**src/rtl/parc_mem_arbiter.sv**
```systemverilog
// rtl/parc_mem_arbiter.sv - two-port round-robin memory arbiter with in-order response routing
module parc_mem_arbiter #(
  parameter  int DEPTH   = 4,
  parameter  int REQ_SZ  = 67,
  parameter  int RESP_SZ = 35,
  localparam int PTR_W   = $clog2(DEPTH),
  localparam int CNT_W   = $clog2(DEPTH + 1)
) (
  input  logic               clk,
  input  logic               reset,

  input  logic [REQ_SZ-1:0]  req0_msg,
  input  logic               req0_val,
  output logic               req0_rdy,

  input  logic [REQ_SZ-1:0]  req1_msg,
  input  logic               req1_val,
  output logic               req1_rdy,

  output logic [RESP_SZ-1:0] resp0_msg,
  output logic               resp0_val,

  output logic [RESP_SZ-1:0] resp1_msg,
  output logic               resp1_val,

  output logic [REQ_SZ-1:0]  memreq_msg,
  output logic               memreq_val,
  input  logic               memreq_rdy,

  input  logic [RESP_SZ-1:0] memresp_msg,
  input  logic               memresp_val,

  output logic [CNT_W-1:0]   outstanding,
  output logic               err
);

  // Owner FIFO: one bit per in-flight request recording which port issued it
  logic [DEPTH-1:0] own_q, own_d;
  logic [PTR_W-1:0] wptr_q, wptr_d;
  logic [PTR_W-1:0] rptr_q, rptr_d;
  logic [CNT_W-1:0] cnt_q, cnt_d;

  // Arbitration state
  logic lock_q, lock_d;
  logic lock_id_q, lock_id_d;
  logic last_grant_q, last_grant_d;
  logic err_q, err_d;

  // Combinational control
  logic grant;
  logic grant_v;
  logic grant_val;
  logic full;
  logic empty;
  logic fire;
  logic push;
  logic pop;
  logic unexpected;
  logic head;

  assign full  = (cnt_q == CNT_W'(DEPTH));
  assign empty = (cnt_q == '0);
  assign head  = own_q[rptr_q];

  // Grant selection: a stalled presented request keeps the grant, otherwise round-robin on ties
  always_comb begin
    grant   = 1'b0;
    grant_v = 1'b1;
    if (lock_q) begin
      grant = lock_id_q;
    end else if (req0_val && !req1_val) begin
      grant = 1'b0;
    end else if (req1_val && !req0_val) begin
      grant = 1'b1;
    end else if (req0_val && req1_val) begin
      grant = ~last_grant_q;
    end else begin
      grant_v = 1'b0;
    end
  end

  assign grant_val  = grant ? req1_val : req0_val;

  // Request steering: granted port drives the shared port, blocked entirely while full
  always_comb begin
    memreq_msg = grant ? req1_msg : req0_msg;
    memreq_val = grant_v && grant_val && !full;
    req0_rdy   = grant_v && (grant == 1'b0) && memreq_rdy && !full;
    req1_rdy   = grant_v && (grant == 1'b1) && memreq_rdy && !full;
  end

  assign fire       = memreq_val && memreq_rdy;
  assign push       = fire;
  assign pop        = memresp_val && !empty;
  assign unexpected = memresp_val && empty;

  // Response routing: the FIFO head names the port that owns the returning response
  always_comb begin
    resp0_msg = memresp_msg;
    resp1_msg = memresp_msg;
    resp0_val = pop && (head == 1'b0);
    resp1_val = pop && (head == 1'b1);
  end

  // Owner FIFO next state: pointers wrap naturally since DEPTH is a power of two
  always_comb begin
    own_d  = own_q;
    wptr_d = wptr_q;
    rptr_d = rptr_q;
    if (push) begin
      own_d[wptr_q] = grant;
      wptr_d        = wptr_q + PTR_W'(1);
    end
    if (pop) begin
      rptr_d = rptr_q + PTR_W'(1);
    end
  end

  // Outstanding count next state: simultaneous push and pop leaves it unchanged
  always_comb begin
    cnt_d = cnt_q;
    if (push && !pop) begin
      cnt_d = cnt_q + CNT_W'(1);
    end else if (!push && pop) begin
      cnt_d = cnt_q - CNT_W'(1);
    end
  end

  // Lock and round-robin next state: a refused request pins the grant until it fires
  always_comb begin
    lock_d       = lock_q;
    lock_id_d    = lock_id_q;
    last_grant_d = last_grant_q;
    if (fire) begin
      lock_d       = 1'b0;
      last_grant_d = grant;
    end else if (memreq_val && !memreq_rdy) begin
      lock_d    = 1'b1;
      lock_id_d = grant;
    end
  end

  // Error flag next state: sticky once a response arrives with nothing outstanding
  always_comb begin
    err_d = err_q | unexpected;
  end

  // FIFO and counter registers
  always_ff @(posedge clk or negedge reset) begin
    if (!reset) begin
      own_q  <= '0;
      wptr_q <= '0;
      rptr_q <= '0;
      cnt_q  <= '0;
    end else begin
      own_q  <= own_d;
      wptr_q <= wptr_d;
      rptr_q <= rptr_d;
      cnt_q  <= cnt_d;
    end
  end

  // Arbitration and error registers; last_grant resets to 1 so port 0 wins the first tie
  always_ff @(posedge clk or negedge reset) begin
    if (!reset) begin
      lock_q       <= 1'b0;
      lock_id_q    <= 1'b0;
      last_grant_q <= 1'b1;
      err_q        <= 1'b0;
    end else begin
      lock_q       <= lock_d;
      lock_id_q    <= lock_id_d;
      last_grant_q <= last_grant_d;
      err_q        <= err_d;
    end
  end

  assign outstanding = cnt_q;
  assign err         = err_q;

endmodule
```
**config.mk**
```make
export PLATFORM = sky130hd
export DESIGN_NAME = parc_mem_arbiter
export DESIGN_NICKNAME = d
export VERILOG_FILES = /design/src/rtl/parc_mem_arbiter.sv
export SDC_FILE = /design/constraint.sdc
export NUM_CORES = 1
export LEC_CHECK = 0
export ABC_AREA = 0
export BUFFER_PORTS_ARGS = -buffer_cell sky130_fd_sc_hd__buf_4
export CELL_PAD_IN_SITES_DETAIL_PLACEMENT = 1
export CELL_PAD_IN_SITES_GLOBAL_PLACEMENT = 1
export CORE_MARGIN = 2
export CORE_UTILIZATION = 15
export DETAILED_ROUTE_END_ITERATION = 7
export PLACE_DENSITY_LB_ADDON = 0.1
export RECOVER_POWER = 50
export REMOVE_ABC_BUFFERS = 1
export SYNTH_ARGS = -nofsm -noshare
export SYNTH_HDL_FRONTEND = slang
export SYNTH_SLANG_ARGS = --single-unit
```
**constraint.sdc**
```tcl
create_clock -name clk -period 1.93 [get_ports clk]
set_input_delay 0.386 -clock clk [delete_from_list [all_inputs] [get_ports clk]]
set_output_delay 0.386 -clock clk [all_outputs]
set_load 0.01 [all_outputs]
```
==> impl_results.md <==
- Pint: 4.556 mW
- Residual DRC count: 0
- Die ar.: 15550 µm²
- Crit-path cells: a21bo_2 -> buf_6 -> o21ai_4 -> buf_12 -> clkbuf_16 -> nand2_1 -> nand2_1 -> buf_4
- Hold Startpoint: memreq_rdy
- Via density: 4.286
- Most frequent CP cell: nand2_1
- Drt wl/cell: 24.71 µm
- CTS tree: built
- Pins Over Slew Limit: 0
- Pwr Density: 1672 nW/µm²
- CTS max path bufs: 2
- Cells after Synth: 355
- Die W: 124.7 µm
- Clk slew on worst S/H paths: 0.05 ns
- Failing checks: setup timing
- Tot GR Track Use: 19.80%
- Async SR Flop Fraction: 100.0%
- Worst Setup End Kind: output port
- FF-to-FF Start: outstanding[0]
- Total CTS buffers: 3
- Root buffer cell: clkbuf_16
- Vias in the first global route: 2875
- GRT overflow: 0
- Final setup violating endpoints: 72
- Hold Crit Class: input pin to flip-flop
- Final min period: 2.115 ns
- Htree depth: 1
- Final net count: 711
- GP Congestion: 0.8532
- Layout cell share with drive strength beyond 1: 73.53%
- Worst Path Max Fanout: 8
- Worst setup margin: -0.1852 ns
- Post-synth cell types: 34
- DRT antenna net count: 0
- Critical Path Start: last_grant_q
- Core area: 14370 µm²
- # placed instances: 687
- Comb pwr share: 87.5%
- I/O Buffers: 215
- Lkg Pwr: 2.645 nW
- Critical path class: flip-flop to output port
- Ant diodes: 0
- Placed cell area: 3602 µm²
- Avg Cell Area, Syn: 6.154 µm²
- Sequential area share after synthesis: 17.24%
- Setup_tns: -9.099 ns
- DIE HEIGHT: 124.7 µm
- Util after Layout: 34.06%
- Initial antenna violation count: 0
- Final WL: 17620 µm
- I/O pin count: 321
- Clock Skews: 0.001736 ns
- Final instance area: 4895 µm²
- Sequential share of power: 7.4%
- Tcrit/Tclk final: 109.6%
- Number of synthesis warnings: 0
- Mapped Area: 2185 µm²
- Max-slew headroom: 39.20%
- CP required: 1.54 ns
- DR pass1 iterations: 4
- Worst-margin pin slew: 0.9120 ns
- RSZ-0062 raised after global routing: yes
- Seq cells post-synth: 15
- Fin cells: 713
- Largest net degree at the start of global routing: 41
- Startpoint types: flip-flop
- Final Hold Fails: 0
- Sink Count: 15
- Skew-Pair Late Insertion Delay: 0.25 ns
- Post-synth EDFFs: 0
- Top FF cell, synth: dfrtp_1
- Max Freq: 472.8 MHz
- Post-place setup slack: -0.2932 ns
- Slowest Stage Delay on Critical Path: 0.36 ns
- Clock network power share: 5.1%
- Peak supply drop: 0.6795 mV
- Max-capacitance violation count: 0
- Initial DRC Count: 94
- Row Count: 44
- Placed wire-length estimate: 13780 µm
- Initial Utilization: 15.20%
- CP top delay family: buffers and inverters
- Slowest cell on the critical path: dfstp_2
- FILL cells: 1695
- Switching fraction of total power: 44.33%
- Vias: 3056
- First-pass GRT wire length: 22190 µm
- Net load switching power: 3.629 mW
- Arr. time, crit path: 1.73 ns
- WP buf/inv: 4
- Run status: finished with violations
- Area Overhead vs Synth: 124.1%
==> layout by cell type (no fill, tap or decap), types with 3 or more instances in the layout <==
| cell type | netlist | routed |
|---|---|---|
| buf_6 | 3 | 55 |
| inv_1 | 5 | 4 |
| nand2_1 | 203 | 90 |
| nor2_1 | 5 | 5 |
| nand3_1 | 4 | 4 |
| dfrtp_1 | 14 | 14 |
| buf_4 | 70 | 182 |
| buf_12 | 0 | 5 |
| nand2_4 | 0 | 49 |
| xnor2_1 | 3 | 3 |
| ha_1 | 5 | 4 |
| a32o_1 | 4 | 4 |
| nand2_2 | 0 | 64 |
| clkbuf_16 | 0 | 12 |
| buf_16 | 0 | 3 |
==> metrics by stage <==
step                      power (mW)  hold WS [ns]
after CTS                      6.040        0.3433
after detailed placement       5.128        0.2627
after floorplan                2.675       0.09041
after global placement         5.085        0.2579
after global routing           8.739        0.3697
final                          8.185        0.3481
==> registers in the layout (all words and copies together) (netlist names) <==
name,count
rptr_q,2
outstanding,3
lock_id_q,1
lock_q,1
wptr_q,2
err,1
last_grant_q,1
own_q,4
==> worst reg2reg max path, cell delays in order, from the launching register on <==
cell and delay [ns]:
dfrtp_1 0.37, or3b_4 0.40, o211a_1 0.14, a21boi_4 0.15, ha_4 0.16, inv_2 0.04
fa_2 0.41, mux2_2 0.26
==> cell type report <==
class / instances / area (µm²) / area share (%)
Clock buffer: 4 / 78.83 / 1.610
Inverter: 5 / 18.77 / 0.3834
Multi-Input combinational cell: 248 / 1768 / 36.12
Sequential cell: 15 / 376.6 / 7.694
Tap cell: 184 / 230.2 / 4.703
Timing Repair Buffer: 257 / 2422 / 49.49
==> logic make-up (layout without fill, tap and decap cells) <==
| group | count (synthesis) | after routing | share of synthesized area (%) |
|---|---|---|---|
| xor gates and xnor gates | 6 | 6 | 2.406 |
| AOI/OAI and AO/OA | 17 | 17 | 7.102 |
| muxes | 3 | 3 | 2.233 |
| DFF | 15 | 15 | 17.24 |
| and+or+nand+nor | 216 | 216 | 37.86 |
| adders and majority gates | 6 | 6 | 3.780 |
| buffers and inverters | 92 | 266 | 29.38 |
==> cells in the mapped netlist (all sizes together), types with 2 or more instances <==
cell,number,share of area [%]
nand2,203,35
buf,82,28
dfrtp,14,16
clkbuf,5,0.86
ha,5,2.9
inv,5,0.86
nor2,5,0.86
a32o,4,1.8
nand3,4,0.92
xnor2,3,1.2
xor2,3,1.2
mux2,2,1.2
o21ai,2,0.63
o31ai,2,0.69
==> timing repair <==
item                                    in CTS  in global routing
pin swaps                                    6                 89
resized for setup                           25                217
endpoints found under the setup margin      74                 74
gates cloned                                 2                 11
endpoints found under the hold margin       14                  0
setup buffers                                2                  6
hold buffers                                 1                  0
==> power groups by stage <==
stage	Combinational (mW)	Sequential [mW]	Clock, mW
after floorplan	2.05	0.629	0
after CTS	5.00	0.609	0.429
after global routing	7.67	0.629	0.439
after global placement	4.48	0.602	0
after detailed placement	4.52	0.608	0
final	7.16	0.607	0.414
==> layer usage <==
| metal | global-route usage, % | part of all wire [%] | up-vias |
|---|---|---|---|
| li1 | - | - | 1372 |
| met1 | 16.81 | 30 | 1431 |
| met2 | 37.83 | 55 | 237 |
| met3 | 13.32 | 13 | 14 |
| met4 | 3.305 | 1.2 | 2 |
| met5 | 4.575 | 0.48 | - |
==> worst paths after layout <==
check | endpoint | slack, ns | cells after the start
max | memreq_msg[32] | -0.19 | 8
min | lock_id_q | 0.35 | 2
max reg2reg | outstanding[1] | -0.13 | 7
min reg2reg | err | 0.46 | 1
max in group asynchronous | lock_q | 0.59 | 2
min in group asynchronous | rptr_q[0] | 0.78 | 2
No activity file was read; power rests on OpenSTA's default activity.
